<file path="src/rtl/regfile_wb_arbiter_pkg.sv">
// Shared types and constants for the register-file writeback arbiter.
package regfile_wb_arbiter_pkg;
  localparam int REG_ADDR_W = 5;
  localparam int NUM_REGS   = 32;
  localparam int XLEN_DEF   = 32;

  typedef struct packed {
    logic [REG_ADDR_W-1:0] rd;
    logic [XLEN_DEF-1:0]   data;
  } wb_entry_t;

  // x0 is hardwired; nothing targeting it may reach the regfile or scoreboard.
  function automatic logic writes_reg(input logic [REG_ADDR_W-1:0] rd);
    return rd != '0;
  endfunction
endpackage

</file>
<file path="src/rtl/regfile_wb_arbiter_wb_pending_fifo.sv">
// Small synchronous FIFO holding long-latency results until the write port is free.
module wb_pending_fifo
  import regfile_wb_arbiter_pkg::*;
#(
  parameter int  DEPTH   = 2,
  parameter type entry_t = wb_entry_t
) (
  input  logic   clk,
  input  logic   rst,
  input  logic   push,
  input  entry_t push_entry,
  input  logic   pop,
  output entry_t head,
  output logic   full,
  output logic   empty
);
  localparam int PW = $clog2(DEPTH);
  localparam int CW = PW + 1;

  entry_t        mem [DEPTH];
  logic [PW-1:0] wr_ptr, rd_ptr;
  logic [CW-1:0] count;
  logic          do_push, do_pop;

  assign full    = count == CW'(DEPTH);
  assign empty   = count == '0;
  assign do_push = push && !full;
  assign do_pop  = pop && !empty;
  assign head    = mem[rd_ptr];

  always_ff @(posedge clk) begin
    if (rst) begin
      wr_ptr <= '0;
      rd_ptr <= '0;
      count  <= '0;
    end else begin
      if (do_push) wr_ptr <= wr_ptr + 1'b1;
      if (do_pop)  rd_ptr <= rd_ptr + 1'b1;
      count <= count + CW'(do_push) - CW'(do_pop);
    end
  end

  // Storage needs no reset: occupancy alone decides what is valid.
  always_ff @(posedge clk) begin
    if (do_push) mem[wr_ptr] <= push_entry;
  end
endmodule

</file>
<file path="src/rtl/regfile_wb_arbiter.sv">
// Shares the regfile write port between pipeline writeback and long-latency results.
// Optional starvation guard enabled by defining RF_WB_STARVE_GUARD_EN.
module regfile_wb_arbiter
  import regfile_wb_arbiter_pkg::*;
#(
  parameter int XLEN         = 32,
  parameter int FIFO_DEPTH   = 2,
  parameter int STARVE_LIMIT = 4
) (
  input  logic                  clk,
  input  logic                  rst,
  input  logic                  wbValid,
  input  logic [REG_ADDR_W-1:0] wbRd,
  input  logic [XLEN-1:0]       wbData,
  input  logic                  luValid,
  output logic                  luReady,
  input  logic [REG_ADDR_W-1:0] luRd,
  input  logic [XLEN-1:0]       luData,
  input  logic                  issueValid,
  input  logic [REG_ADDR_W-1:0] issueRd,
  input  logic [REG_ADDR_W-1:0] rs1Addr,
  input  logic [REG_ADDR_W-1:0] rs2Addr,
  output logic                  rs1Busy,
  output logic                  rs2Busy,
  output logic                  issueRdBusy,
  output logic                  stallReq,
  output logic                  rfWrEn,
  output logic [REG_ADDR_W-1:0] rfWrAddr,
  output logic [XLEN-1:0]       rfWrData
);
  typedef struct packed {
    logic [REG_ADDR_W-1:0] rd;
    logic [XLEN-1:0]       data;
  } entry_t;

  if (FIFO_DEPTH < 2 || (FIFO_DEPTH & (FIFO_DEPTH - 1)) != 0) begin : g_bad_depth
    $error("FIFO_DEPTH must be a power of 2 and at least 2");
  end
  if (STARVE_LIMIT < 1) begin : g_bad_limit
    $error("STARVE_LIMIT must be at least 1");
  end

  entry_t              head, lu_entry;
  logic                full, empty, push, commit;
  logic [NUM_REGS-1:0] pending, pending_nxt;

  assign luReady  = !full;
  assign push     = luValid && !full;
  assign commit   = !rst && !wbValid && !empty;
  assign lu_entry = '{rd: luRd, data: luData};

  wb_pending_fifo #(.DEPTH(FIFO_DEPTH), .entry_t(entry_t)) u_fifo (
    .clk        (clk),
    .rst        (rst),
    .push       (push),
    .push_entry (lu_entry),
    .pop        (commit),
    .head       (head),
    .full       (full),
    .empty      (empty)
  );

  // Pipeline writeback always wins; the FIFO only fills the gaps.
  always_comb begin
    rfWrEn   = 1'b0;
    rfWrAddr = '0;
    rfWrData = '0;
    if (wbValid) begin
      rfWrEn   = writes_reg(wbRd);
      rfWrAddr = wbRd;
      rfWrData = wbData;
    end else if (!empty) begin
      rfWrEn   = writes_reg(head.rd);
      rfWrAddr = head.rd;
      rfWrData = head.data;
    end
    if (rst) rfWrEn = 1'b0;
  end

  // A new issue to the register being retired must keep it pending.
  always_comb begin
    pending_nxt = pending;
    if (commit) pending_nxt[head.rd] = 1'b0;
    if (issueValid && writes_reg(issueRd)) pending_nxt[issueRd] = 1'b1;
    pending_nxt[0] = 1'b0;
  end

  always_ff @(posedge clk) begin
    if (rst) pending <= '0;
    else     pending <= pending_nxt;
  end

  assign rs1Busy     = pending[rs1Addr] && writes_reg(rs1Addr);
  assign rs2Busy     = pending[rs2Addr] && writes_reg(rs2Addr);
  assign issueRdBusy = pending[issueRd] && writes_reg(issueRd);

`ifdef RF_WB_STARVE_GUARD_EN
  localparam int SC_W = $clog2(STARVE_LIMIT + 1);
  logic [SC_W-1:0] starve_cnt;

  // Non-empty without a commit means writeback held the port this cycle.
  always_ff @(posedge clk) begin
    if (rst) begin
      starve_cnt <= '0;
      stallReq   <= 1'b0;
    end else begin
      stallReq <= 1'b0;
      if (empty || commit) begin
        starve_cnt <= '0;
      end else if (starve_cnt == SC_W'(STARVE_LIMIT - 1)) begin
        starve_cnt <= '0;
        stallReq   <= 1'b1;
      end else begin
        starve_cnt <= starve_cnt + 1'b1;
      end
    end
  end
`else
  assign stallReq = 1'b0;
`endif

`ifndef SYNTHESIS
  a_lu_overflow: assert property (@(posedge clk) disable iff (rst) !(luValid && !luReady));
  a_wb_pending:  assert property (@(posedge clk) disable iff (rst) !(wbValid && pending[wbRd]));
  a_issue_waw:   assert property (@(posedge clk) disable iff (rst) !(issueValid && issueRdBusy));
`ifdef RF_WB_STARVE_GUARD_EN
  a_stall_honor: assert property (@(posedge clk) disable iff (rst) !(stallReq && wbValid));
`endif
`endif
endmodule

</file>
<file path="config.mk">
export PLATFORM = sky130hd
export DESIGN_NAME = regfile_wb_arbiter
export DESIGN_NICKNAME = d
export VERILOG_FILES = /design/src/rtl/regfile_wb_arbiter_pkg.sv /design/src/rtl/regfile_wb_arbiter_wb_pending_fifo.sv /design/src/rtl/regfile_wb_arbiter.sv
export SDC_FILE = /design/constraint.sdc
export NUM_CORES = 1
export LEC_CHECK = 0
export CORE_UTILIZATION = 30
export DETAILED_ROUTE_END_ITERATION = 6
export PLACE_DENSITY = 0.64
export SLEW_MARGIN = 20
export SYNTH_ARGS = -nofsm -noshare
export SYNTH_HDL_FRONTEND = slang
export SYNTH_HIERARCHICAL = 1
export SYNTH_SLANG_ARGS = --single-unit
export TNS_END_PERCENT = 50
</file>
<file path="constraint.sdc">
create_clock -name clk -period 4.1 [get_ports clk]
set_input_delay 0.82 -clock clk [delete_from_list [all_inputs] [get_ports clk]]
set_output_delay 0.82 -clock clk [all_outputs]
set_load 0.02 [all_outputs]
</file>
==> results.md <==
Finish:
- The number of filler cells placed in the layout is 1715.
- The final standard cell count with taps included and fillers excluded is 827.
- The repair_antennas step left the layout with diodes totalling 0.
- Relative to the synthesized area, the layout overhead comes to 33.9%.
- Cells with a size suffix above 1 make up about 15% of the layout.
- The summed area of non-filler cells in the final layout is 7380 um^2.
- The net count of the finished layout is 689.

STA:
- Once routing completed, OpenROAD measured the worst setup slack at 0.141 ns.
- Clock skew on the completed layout was measured at 0.00647 ns.
- The measured slew at the worst slew-check pin is 0.916 ns.
- Setup repair after global routing left no endpoint under its margin.
- The clock period could shrink to 3.96 ns.
- The final-layout setup total negative slack is 0 ns.
- The period utilization is a little over nine tenths.
- The worst hold margin is between 0.5 and 0.6 ns.
- Headroom to the max-slew limit came out at 38.9%.
- The final max-slew violation count is 0.
- The count of endpoints failing hold in the final timing report came to 0.
- Derived from the worst setup path, the maximum achievable clock frequency is about 250 MHz.
- Setup violations remaining at the end of the flow were counted as 0.

Yosys:
- The net count after synthesis is 560.
- Among all flip-flop cells after synthesis, the most frequent one is sky130_fd_sc_hd__edfxtp_1.
- The async set or reset register ratio after synthesis is 0%.
- Of the post-synthesis cell area, the dominant cell type holds between 40% and 50%.
- The portion of the post-synthesis area used by sequential elements is between 50% and 60%.
- The netlist area before placement is between 5000 and 6000 um^2.
- The count of cell types in the netlist is 52.
- For this run, the number of Yosys warnings is 6.
- After synthesis, the mean cell area works out to 11.9 um^2.
- Synthesis handed over a netlist of 464 instances.
- Counting flops and latches in the post-synthesis netlist gives 110.
- Sorting the synthesized cells by area gives the leading types as sky130_fd_sc_hd__edfxtp_1 40%, sky130_fd_sc_hd__dfxtp_1 13%, sky130_fd_sc_hd__mux2_2 8.4%, sky130_fd_sc_hd__a22o_1 4.9%, sky130_fd_sc_hd__mux4_2 3.7%.
- sky130_fd_sc_hd__edfxtp_1 takes more of the synthesized area than any other cell.
- The synthesized design contains 74 enable-type register cells.
- The most common cell in the synthesized netlist is sky130_fd_sc_hd__edfxtp_1.
- The commonest cells after synthesis are 74 x sky130_fd_sc_hd__edfxtp_1, 46 x sky130_fd_sc_hd__nand2_1, 41 x sky130_fd_sc_hd__mux2_2.

Placement:
- Prior to clock tree synthesis, the placed netlist has a worst setup slack of 0.130 ns.
- The detailed-placement wirelength estimate is around 11000 um.
- Including well taps, the total number of placed cells is between 800 and 900.
- The congestion estimate from routability-driven global placement came to 0.897.
- The instance area at placement is 7100 um^2.
- The number of I/O port buffers is 135.

Power:
- The total internal power is 2.17 mW.
- The switching power total is 914 uW.
- In this run, flip-flops and latches consume 44.7% of the power.
- The worst ir drop on vdd is ~0.20 mV.
- In this run the static leakage power is about 2.5 nW.
- Power spread over the standard cell area amounts to 418 nW/um^2.
- The portion of total power attributed to combinational logic is 28.6%.
- Per report_power, the clock group accounts for about a quarter of the total.
- The fraction of power spent switching nets is 29.6%.

Detailed routing:
- The routed wire length is 14700 um.
- The violation count after the first detailed-routing iteration is 241.
- The detail-routed net length per standard cell is between 15 and 20 um.
- The total vias in the final route is 4330.
- The detail route stage leaves a number of antenna-violating nets equal to 0.
- The number of DRC violations after detailed routing is 0.
- The per-cell via count in the routed design is 5.24.
- The pre-antenna-repair detailed-routing pass consisted of 5 iterations.

Hold path:
- The worst min-delay path category is reg2reg.
- Along the worst hold path, the cell count comes to 2.

Clock tree:
- The post-CTS setup-driven buffer insertion count is 0.
- Clock tree synthesis found a total of 110 sinks.
- TritonCTS built the clock tree.
- The number of hold buffers added after cts is 0.
- In this run the deepest clock path goes through 2 buffers.
- In this run the clock root is driven by a sky130_fd_sc_hd__clkbuf_16.
- The number of buffers created by CTS is 9.
- After clock tree synthesis, the clock-pin slew on the worst setup and hold paths is 0.07 ns.
- The latest clock arrival within the worst-skew pair is 0.35 ns.
- The total number of H-tree levels is 3.
- Gates resized during post-CTS repair numbered 0.

Floorplanning:
- The floorplan row count is 49.
- After floorplanning, the core was sized to cover 18000 um^2.
- In this run the vertical extent of the chip is about 140 um.
- During I/O placement, the number of pins put on the boundary was about 140.
- The die covers 18900 um^2.
- The die width is approximately 140 um.
- The initial utilization of the core area, before any placement, comes to around 30%.

Worst setup path:
- The worst setup path is of the in2out kind.
- The signal on the critical path passes through clkdlybuf4s50_1, mux2_1, o311ai_0, a221oi_1, a221o_1, clkdlybuf4s50_1.
- The data arrival time at the worst-slack endpoint is 3.14 ns.
- The number of gates on the worst path with buffers counted is 6.
- For this design, the slowest cell found on the critical path is sky130_fd_sc_hd__clkdlybuf4s50_1.
- The peak per-stage delay on the critical path is 0.62 ns.
- Grouping stages by cell kind, the critical path spends the most delay in buffers and inverters.
- The highest net fanout along the worst path is 7.
- The nature of the critical path startpoint is an input port.
- STA classifies the critical path endpoint as an output port.
- The worst register-to-register path has a depth of 7.
- The critical path contains buffers and inverters numbering 2 combined.
- By instance count, the cell type seen most on the critical path is sky130_fd_sc_hd__clkdlybuf4s50_1.
- For the worst setup path, the data required time is ~3.3 ns.

Global routing:
- The number of global-route vias before repair is 4234.
- The first-pass GRT wire length is 22400 um.
- The initial antenna violation count came to 0.
- The total global routing overflow is 0.
- Global routing used 15.7% of the available tracks across all layers.
- The pin count of the biggest net entering global routing is between 40 and 50.

Flow run:
- The number of maximum-capacitance violations is 0.

Outcome:
- The run finished with clean final reports.
## cells by family after synthesis
kind of cell / Yosys count / share of synthesized area [%]
AOI/OAI and AO/OA: 128 / 15.5
adders and majority gates: 2 / 0.454
other: 1 / 0.0681
DFF: 110 / 53.4
xor gates and xnor gates: 2 / 0.318
and+or+nand+nor: 105 / 9.74
muxes: 72 / 16.8
buffers and inverters: 44 / 3.75
## stage by stage
step | utilization (%) | total power [mW]
5_1_grt | 41.1 | 3.23
2_1_floorplan | - | 1.91
6_report | 41.1 | 3.09
3_3_place_gp | 39.5 | 2.28
4_1_cts | 41.1 | 3.12
3_5_place_dp | 39.5 | 2.30
## worst min-delay path: cells and delay by family, from the launching register on
kind | cells | cell delay, ns
AO/OA/AOI/OAI | 2 | 0.14
flip-flops | 1 | 0.32
## layout make-up
type | instances | area (um^2) | share of cell area (%)
clock inverter | 7 | 57.6 | 0.780
inverter | 12 | 45.0 | 0.610
sequential | 110 | 2940 | 39.9
tap | 229 | 287 | 3.88
clock buffer | 9 | 225 | 3.05
multi-input combinational | 310 | 2360 | 32.0
timing repair buffer | 150 | 1460 | 19.8
## registers in the layout, summed over array words and instances (netlist names), named ones only
signal,count
u_fifo/mem,74
pending,31
u_fifo/count,2
u_fifo/rd_ptr,1
u_fifo/wr_ptr,1
## layer usage
metal	part of all wire [%]	vias to the layer above	routed length [um]	GRT usage (%)
li1	-	2029	-	-
met3	7.4	28	1090	2.87
met5	0	-	0	0
met2	46	215	6750	25.1
met1	45	2058	6590	21.0
met4	1.9	0	276	6.17
## cell usage in the layout, fill, tap and decap left out, types with 8 or more instances in the layout
master	n
sky130_fd_sc_hd__buf_4	15
sky130_fd_sc_hd__o21ai_0	35
sky130_fd_sc_hd__dfxtp_1	35
sky130_fd_sc_hd__clkdlybuf4s50_1	134
sky130_fd_sc_hd__nor2_1	10
sky130_fd_sc_hd__nand2b_1	8
sky130_fd_sc_hd__clkbuf_16	9
sky130_fd_sc_hd__mux4_2	9
sky130_fd_sc_hd__nand3_1	8
sky130_fd_sc_hd__nand2_1	46
sky130_fd_sc_hd__inv_1	11
sky130_fd_sc_hd__mux2_2	41
sky130_fd_sc_hd__edfxtp_1	74
sky130_fd_sc_hd__a21oi_1	33
sky130_fd_sc_hd__a22o_1	31
sky130_fd_sc_hd__mux2i_1	14
## path summary, 6_finish.rpt
path                            slack, ns            start                 to
worst max-delay path                 0.14       rs1Addr[1]            rs1Busy
worst min-delay path                 0.50    u_fifo/wr_ptr      u_fifo/wr_ptr
worst max register to register       2.01  u_fifo/count[0]  u_fifo/mem[0][36]
worst min register to register       0.50    u_fifo/wr_ptr      u_fifo/wr_ptr
## power by group through the flow
stage | logic (mW) | registers, mW | clock network [mW]
after floorplan | 0.518 | 1.39 | 0
after global placement | 0.877 | 1.40 | 0
after detailed placement | 0.890 | 1.41 | 0
after CTS | 0.895 | 1.38 | 0.843
after global routing | 0.950 | 1.39 | 0.886
final | 0.883 | 1.38 | 0.825
Note: power is estimated with default switching activity, not from simulation.
